===== config.mk =====
export PLATFORM = sky130hd
export DESIGN_NAME = mips_multicycle_ctrl
export DESIGN_NICKNAME = d
export VERILOG_FILES = /design/src/rtl/mips_ctrl_pkg.sv /design/src/rtl/alu_dec.sv /design/src/rtl/mips_multicycle_ctrl.sv
export SDC_FILE = /design/constraint.sdc
export NUM_CORES = 1
export LEC_CHECK = 0
export CELL_PAD_IN_SITES_DETAIL_PLACEMENT = 1
export CELL_PAD_IN_SITES_GLOBAL_PLACEMENT = 1
export CORE_MARGIN = 3
export CORE_UTILIZATION = 29
export CTS_BUF_LIST = sky130_fd_sc_hd__clkbuf_2 sky130_fd_sc_hd__clkbuf_4 sky130_fd_sc_hd__clkbuf_8
export DETAILED_ROUTE_END_ITERATION = 6
export PLACE_DENSITY = 0.95
export SYNTH_ARGS = -nofsm -noshare
export SYNTH_HDL_FRONTEND = slang
export SYNTH_SLANG_ARGS = --single-unit

===== constraint.sdc =====
create_clock -name clk -period 3.9 [get_ports clk]
set_input_delay 0.78 -clock clk [delete_from_list [all_inputs] [get_ports clk]]
set_output_delay 0.78 -clock clk [all_outputs]
set_load 0.05 [all_outputs]

===== src/rtl/mips_ctrl_pkg.sv =====
// Shared types and encodings for the multicycle MIPS control unit.
// MIPS_OVF_TRAP_EN adds the TRAP state used for signed-overflow exceptions.
package mips_ctrl_pkg;

    typedef enum logic [3:0] {
        S_FETCH    = 4'd0,
        S_DECODE   = 4'd1,
        S_MEMADR   = 4'd2,
        S_MEMRD    = 4'd3,
        S_MEMWB    = 4'd4,
        S_MEMWR    = 4'd5,
        S_RTYPEEX  = 4'd6,
        S_RTYPEWB  = 4'd7,
        S_BEQEX    = 4'd8,
        S_ADDIEX   = 4'd9,
        S_ADDIWB   = 4'd10,
`ifdef MIPS_OVF_TRAP_EN
        S_JEX      = 4'd11,
        S_TRAP     = 4'd12
`else
        S_JEX      = 4'd11
`endif
    } state_t;

    localparam logic [5:0] OP_RTYPE = 6'b000000;
    localparam logic [5:0] OP_LW    = 6'b100011;
    localparam logic [5:0] OP_SW    = 6'b101011;
    localparam logic [5:0] OP_BEQ   = 6'b000100;
    localparam logic [5:0] OP_ADDI  = 6'b001000;
    localparam logic [5:0] OP_J     = 6'b000010;

    localparam logic [5:0] FN_ADD = 6'b100000;
    localparam logic [5:0] FN_SUB = 6'b100010;
    localparam logic [5:0] FN_AND = 6'b100100;
    localparam logic [5:0] FN_OR  = 6'b100101;
    localparam logic [5:0] FN_SLT = 6'b101010;

    localparam logic [2:0] ALU_ADD = 3'b010;
    localparam logic [2:0] ALU_SUB = 3'b110;
    localparam logic [2:0] ALU_AND = 3'b000;
    localparam logic [2:0] ALU_OR  = 3'b001;
    localparam logic [2:0] ALU_SLT = 3'b111;

    // aluop selects between fixed add/sub and the funct-driven R-type decode
    localparam logic [1:0] ALUOP_ADD   = 2'b00;
    localparam logic [1:0] ALUOP_SUB   = 2'b01;
    localparam logic [1:0] ALUOP_FUNCT = 2'b10;

    function automatic logic fn_can_overflow(input logic [5:0] fn);
        return (fn == FN_ADD) || (fn == FN_SUB);
    endfunction

endpackage


===== src/rtl/alu_dec.sv =====
// ALU decoder: maps aluop plus funct to the 3-bit ALU function code.
// funct_illegal flags an unsupported funct only when aluop requests funct decode.
module alu_dec
    import mips_ctrl_pkg::*;
#(
    parameter int FNW = 6
) (
    input  logic [1:0]     aluop,
    input  logic [FNW-1:0] funct,
    output logic [2:0]     alucontrol,
    output logic           funct_illegal
);

    always_comb begin
        alucontrol    = ALU_ADD;
        funct_illegal = 1'b0;
        case (aluop)
            ALUOP_ADD: alucontrol = ALU_ADD;
            ALUOP_SUB: alucontrol = ALU_SUB;
            ALUOP_FUNCT: begin
                case (funct)
                    FN_ADD:  alucontrol = ALU_ADD;
                    FN_SUB:  alucontrol = ALU_SUB;
                    FN_AND:  alucontrol = ALU_AND;
                    FN_OR:   alucontrol = ALU_OR;
                    FN_SLT:  alucontrol = ALU_SLT;
                    default: begin
                        alucontrol    = ALU_ADD;
                        funct_illegal = 1'b1;
                    end
                endcase
            end
            default: alucontrol = ALU_ADD;
        endcase
    end

endmodule


===== src/rtl/mips_multicycle_ctrl.sv =====
// Multicycle MIPS control FSM: fetch/decode/execute/memory/writeback sequencing.
// Define MIPS_OVF_TRAP_EN to add the exc output and the overflow TRAP state.
module mips_multicycle_ctrl
    import mips_ctrl_pkg::*;
#(
    parameter int OPW = 6,
    parameter int FNW = 6
) (
    input  logic           clk,
    input  logic           reset_n,
    input  logic [OPW-1:0] op,
    input  logic [FNW-1:0] funct,
    input  logic           zero,
    input  logic           overflow,
    input  logic           mem_ready,
    output logic           mem_req,
    output logic           memwrite,
    output logic           irwrite,
    output logic           iord,
    output logic           regdst,
    output logic           memtoreg,
    output logic           regwrite,
    output logic           alusrca,
    output logic [1:0]     alusrcb,
    output logic [1:0]     pcsrc,
    output logic           pcen,
    output logic [2:0]     alucontrol,
    output logic           illegal,
    output logic           busy_fetch,
`ifdef MIPS_OVF_TRAP_EN
    output logic           exc,
`endif
    output logic [3:0]     dbg_state
);

    state_t      r_state;
    state_t      w_next;
    logic [1:0]  w_aluop;
    logic [2:0]  w_alu_ctrl;
    logic        w_funct_illegal;
    logic        w_mem_req;
    logic        w_memwrite;
    logic        w_irwrite;
    logic        w_iord;
    logic        w_regdst;
    logic        w_memtoreg;
    logic        w_regwrite;
    logic        w_alusrca;
    logic [1:0]  w_alusrcb;
    logic [1:0]  w_pcsrc;
    logic        w_pcwrite;
    logic        w_branch;
    logic        w_illegal;
    logic        w_exc;

    alu_dec #(.FNW(FNW)) u_alu_dec (
        .aluop         (w_aluop),
        .funct         (funct),
        .alucontrol    (w_alu_ctrl),
        .funct_illegal (w_funct_illegal)
    );

    always_ff @(posedge clk or negedge reset_n) begin
        if (!reset_n) begin
            r_state <= S_FETCH;
        end else begin
            r_state <= w_next;
        end
    end

    always_comb begin
        w_next     = r_state;
        w_aluop    = ALUOP_ADD;
        w_mem_req  = 1'b0;
        w_memwrite = 1'b0;
        w_irwrite  = 1'b0;
        w_iord     = 1'b0;
        w_regdst   = 1'b0;
        w_memtoreg = 1'b0;
        w_regwrite = 1'b0;
        w_alusrca  = 1'b0;
        w_alusrcb  = 2'b00;
        w_pcsrc    = 2'b00;
        w_pcwrite  = 1'b0;
        w_branch   = 1'b0;
        w_illegal  = 1'b0;
        w_exc      = 1'b0;
        case (r_state)
            S_FETCH: begin
                w_mem_req = 1'b1;
                w_alusrcb = 2'b01;
                // IR load and PC+4 update only happen in the cycle the read completes
                if (mem_ready) begin
                    w_irwrite = 1'b1;
                    w_pcwrite = 1'b1;
                    w_next    = S_DECODE;
                end
            end
            S_DECODE: begin
                w_alusrcb = 2'b11;
                case (op)
                    OP_LW, OP_SW: w_next = S_MEMADR;
                    OP_RTYPE:     w_next = S_RTYPEEX;
                    OP_BEQ:       w_next = S_BEQEX;
                    OP_ADDI:      w_next = S_ADDIEX;
                    OP_J:         w_next = S_JEX;
                    default: begin
                        w_illegal = 1'b1;
                        w_next    = S_FETCH;
                    end
                endcase
            end
            S_MEMADR: begin
                w_alusrca = 1'b1;
                w_alusrcb = 2'b10;
                w_next    = (op == OP_LW) ? S_MEMRD : S_MEMWR;
            end
            S_MEMRD: begin
                w_mem_req = 1'b1;
                w_iord    = 1'b1;
                if (mem_ready) begin
                    w_next = S_MEMWB;
                end
            end
            S_MEMWB: begin
                w_memtoreg = 1'b1;
                w_regwrite = 1'b1;
                w_next     = S_FETCH;
            end
            S_MEMWR: begin
                w_mem_req  = 1'b1;
                w_iord     = 1'b1;
                w_memwrite = mem_ready;
                if (mem_ready) begin
                    w_next = S_FETCH;
                end
            end
            S_RTYPEEX: begin
                w_alusrca = 1'b1;
                w_aluop   = ALUOP_FUNCT;
                if (w_funct_illegal) begin
                    w_illegal = 1'b1;
                    w_next    = S_FETCH;
`ifdef MIPS_OVF_TRAP_EN
                end else if (overflow && fn_can_overflow(funct)) begin
                    w_next = S_TRAP;
`endif
                end else begin
                    w_next = S_RTYPEWB;
                end
            end
            S_RTYPEWB: begin
                w_regdst   = 1'b1;
                w_regwrite = 1'b1;
                w_next     = S_FETCH;
            end
            S_BEQEX: begin
                w_alusrca = 1'b1;
                w_aluop   = ALUOP_SUB;
                w_branch  = 1'b1;
                w_pcsrc   = 2'b01;
                w_next    = S_FETCH;
            end
            S_ADDIEX: begin
                w_alusrca = 1'b1;
                w_alusrcb = 2'b10;
`ifdef MIPS_OVF_TRAP_EN
                w_next    = overflow ? S_TRAP : S_ADDIWB;
`else
                w_next    = S_ADDIWB;
`endif
            end
            S_ADDIWB: begin
                w_regwrite = 1'b1;
                w_next     = S_FETCH;
            end
            S_JEX: begin
                w_pcsrc   = 2'b10;
                w_pcwrite = 1'b1;
                w_next    = S_FETCH;
            end
`ifdef MIPS_OVF_TRAP_EN
            S_TRAP: begin
                w_exc  = 1'b1;
                w_next = S_FETCH;
            end
`endif
            default: w_next = S_FETCH;
        endcase
    end

`ifndef MIPS_OVF_TRAP_EN
    // Without the trap, overflow wraps silently and the flag has no consumer.
    logic w_unused_ovf;
    assign w_unused_ovf = overflow ^ w_exc;
`endif

    // Every output is forced low while reset is asserted, including FETCH's strobes.
    assign mem_req    = reset_n & w_mem_req;
    assign memwrite   = reset_n & w_memwrite;
    assign irwrite    = reset_n & w_irwrite;
    assign iord       = reset_n & w_iord;
    assign regdst     = reset_n & w_regdst;
    assign memtoreg   = reset_n & w_memtoreg;
    assign regwrite   = reset_n & w_regwrite;
    assign alusrca    = reset_n & w_alusrca;
    assign alusrcb    = reset_n ? w_alusrcb : 2'b00;
    assign pcsrc      = reset_n ? w_pcsrc : 2'b00;
    assign pcen       = reset_n & (w_pcwrite | (w_branch & zero));
    assign alucontrol = reset_n ? w_alu_ctrl : 3'b000;
    assign illegal    = reset_n & w_illegal;
    assign busy_fetch = reset_n & (r_state == S_FETCH);
`ifdef MIPS_OVF_TRAP_EN
    assign exc        = reset_n & w_exc;
`endif
    assign dbg_state  = r_state;

endmodule

==> flow_metrics.tcl <==
set metrics [dict create \
    ys_seq_area_share_pct 13.1 \
    stdcell_area_um2 1170 \
    drv_cap 0 \
    antenna_found_initial 0 \
    r2r-end "dbg_state[2]$_DFFE_PN0P_" \
    cts_buffers 3 \
    yosysWarningCount 0 \
    yosys.area.top_type "dfrtp_1" \
    ant_nets 0 \
    rrSetupSlack_ps 1980 \
    setup.worst_path.class "in -> out" \
    critPathMaxFanout 13 \
    synth.net_count 129 \
    tns_ps 0 \
    vias 993 \
    place_area_um2 1140 \
    final_nets 167 \
    synth_top_area_share_pct 13.1 \
    cts.reportedPaths.clkPinSlew_ps 40 \
    firstDrtPassIters 7 \
    dp_hpwl_um 2420 \
    cts_hold_buffers 0 \
    avgRoutedWirePerCell_um 17.1 \
    status "complete, no violations" \
    utilization_pct 49.8 \
    async_flop_share_pct 100 \
    worstPathRequired_ps 3120 \
    overflow 0 \
    ir_drop_mv 0.141 \
    clockBufferDepth 2 \
    hold_violations 0 \
    min_period_ps 3580 \
    yosysMostFrequentCell "nor2_1" \
    dpl.cell_count 171 \
    syn_inst 110 \
    finalMaxSlewViolations 0 \
    stdcell_count 174 \
    num_io_pins 39 \
    yosys_most_used_dff "dfrtp_1" \
    rsz0062_at_grt "no" \
    largest_register_ffs 4 \
    areaGrowthSynthToFinish_pct 53.0 \
    wirelength_um 2980 \
    critPathLaunchType "input pin" \
    die_h_um 57.3 \
    worstHoldPathType "reg -> reg" \
    drt-initial-drc-count 13 \
    finalSetupViolations 0 \
    grt_pass1_wl_um 4780 \
    cts.sinks 4 \
    cts_resized 0 \
    place_congestion 0.835 \
    chipWidth_um 57.3 \
    fin_hold_ws_ps 713 \
    yosys-top-cells-count "nor2_1, nor3_1, nand2_1" \
    diodes 0 \
    io_buffer_count 37 \
    worstMarginPinSlew_ps 547 \
    critPathArrivalTime_ps 2800 \
    leakage_nw 0.441 \
    grt_max_degree 17 \
    cp-end-kind "output port" \
    placementRows 17 \
    die_area_um2 3280 \
    netlist_area_um2 762 \
    htreeDepth 1 \
    slew_headroom_pct 63.4 \
    min_from "dbg_state[2]$_DFFE_PN0P_" \
    finClkSkew_ps 3.52 \
    reg2reg_depth 7 \
    fin_crit_sh_pct 91.8 \
    clock.fmax_mhz 279 \
    synth_edf_count 0 \
    cts_root_buf "clkbuf_4" \
    synth_cell_types 47 \
    avgViaCountPerCell 5.71 \
    synth-seq-cells 4 \
    r2r_start "dbg_state[3]$_DFFE_PN0P_" \
    cts_setup_buffers 0 \
    clk_latency_ps 240 \
    dpl_worst_slack_ps 377 \
    cts_tree "yes" \
    p_per_area_nw_per_um2 262 \
    setup_ws_ps 321 \
    initial_core_util_pct 32.6 \
    synth_area_leaders "dfrtp_1, nor3_1, nor2_1, nand2_1, nand2b_4" \
    hold_depth 2 \
    grt_usage_pct 18.1 \
    syn_avg_cell_area_um2 6.93 \
    drive_above_1_share_pct 14.4 \
    p_total_mw 0.305 \
    core_area_um2 2340 \
    drc 0 \
    min_to "dbg_state[2]$_DFFE_PN0P_" \
    grt_pass1_vias 1021 \
]
-- placed cells by master, fill, tap and decap left out, types with 4 or more instances in the layout --
master / count
buf_4: 8
clkdlybuf4s50_1: 33
dfrtp_1: 4
inv_1: 4
nand2_1: 8
nand2b_1: 4
nor2_1: 14
nor3_1: 11
o21ai_0: 4
-- per-layer routing --
layer / GRT usage [%] / wire length [µm]
met1: 22.2 / 1290
met2: 33.0 / 1600
met3: 1.81 / 73
met4: 5.30 / 22
met5: 0 / 0
-- kinds of logic (layout without fill, tap and decap cells) --
kind of cell | after synthesis | count (layout) | share of synthesized area [%]
compound gates | 28 | 28 | 26.4
xor+xnor | 3 | 3 | 3.45
fa+ha+maj | 2 | 2 | 3.28
buf+inv | 13 | 49 | 8.21
flops | 4 | 4 | 13.1
mux | 3 | 3 | 4.11
simple gates | 57 | 57 | 41.4
-- critical path, cell delays in order --
cell	delay [ps]
clkdlybuf4s50_1	770
nand3_1	210
nor2_1	170
clkdlybuf4s50_1	860
-- layout make-up --
| cell class | instances | area [µm²] |
|---|---|---|
| fillers | 305 | 1170 |
| multi-input cells | 93 | 599 |
| repair buffers | 41 | 390 |
| flip-flops and latches | 4 | 100 |
| well taps | 28 | 35.0 |
| clock buffers | 3 | 22.5 |
| inverters | 5 | 18.8 |
-- how the worst max path moves through the flow --
stage | from | to | slack (ps) | cells after the start
after floorplan | dbg_state[1]$_DFFE_PN0P_ | alucontrol[0] | 380 | 7
after global placement | reset_n | alucontrol[0] | 450 | 4
after detailed placement | reset_n | regdst | 380 | 4
after CTS | reset_n | regdst | 370 | 4
after global routing | dbg_state[3]$_DFFE_PN0P_ | alucontrol[0] | 180 | 7
final | reset_n | regdst | 320 | 4
-- power breakdown --
group / internal (mW) / switching [mW] / total, mW
clock: 0.0347 / 0.0205 / 0.0551
sequential: 0.0454 / 0.00483 / 0.0502
combinational: 0.0745 / 0.125 / 0.200
(Power assumes the default switching activity.)
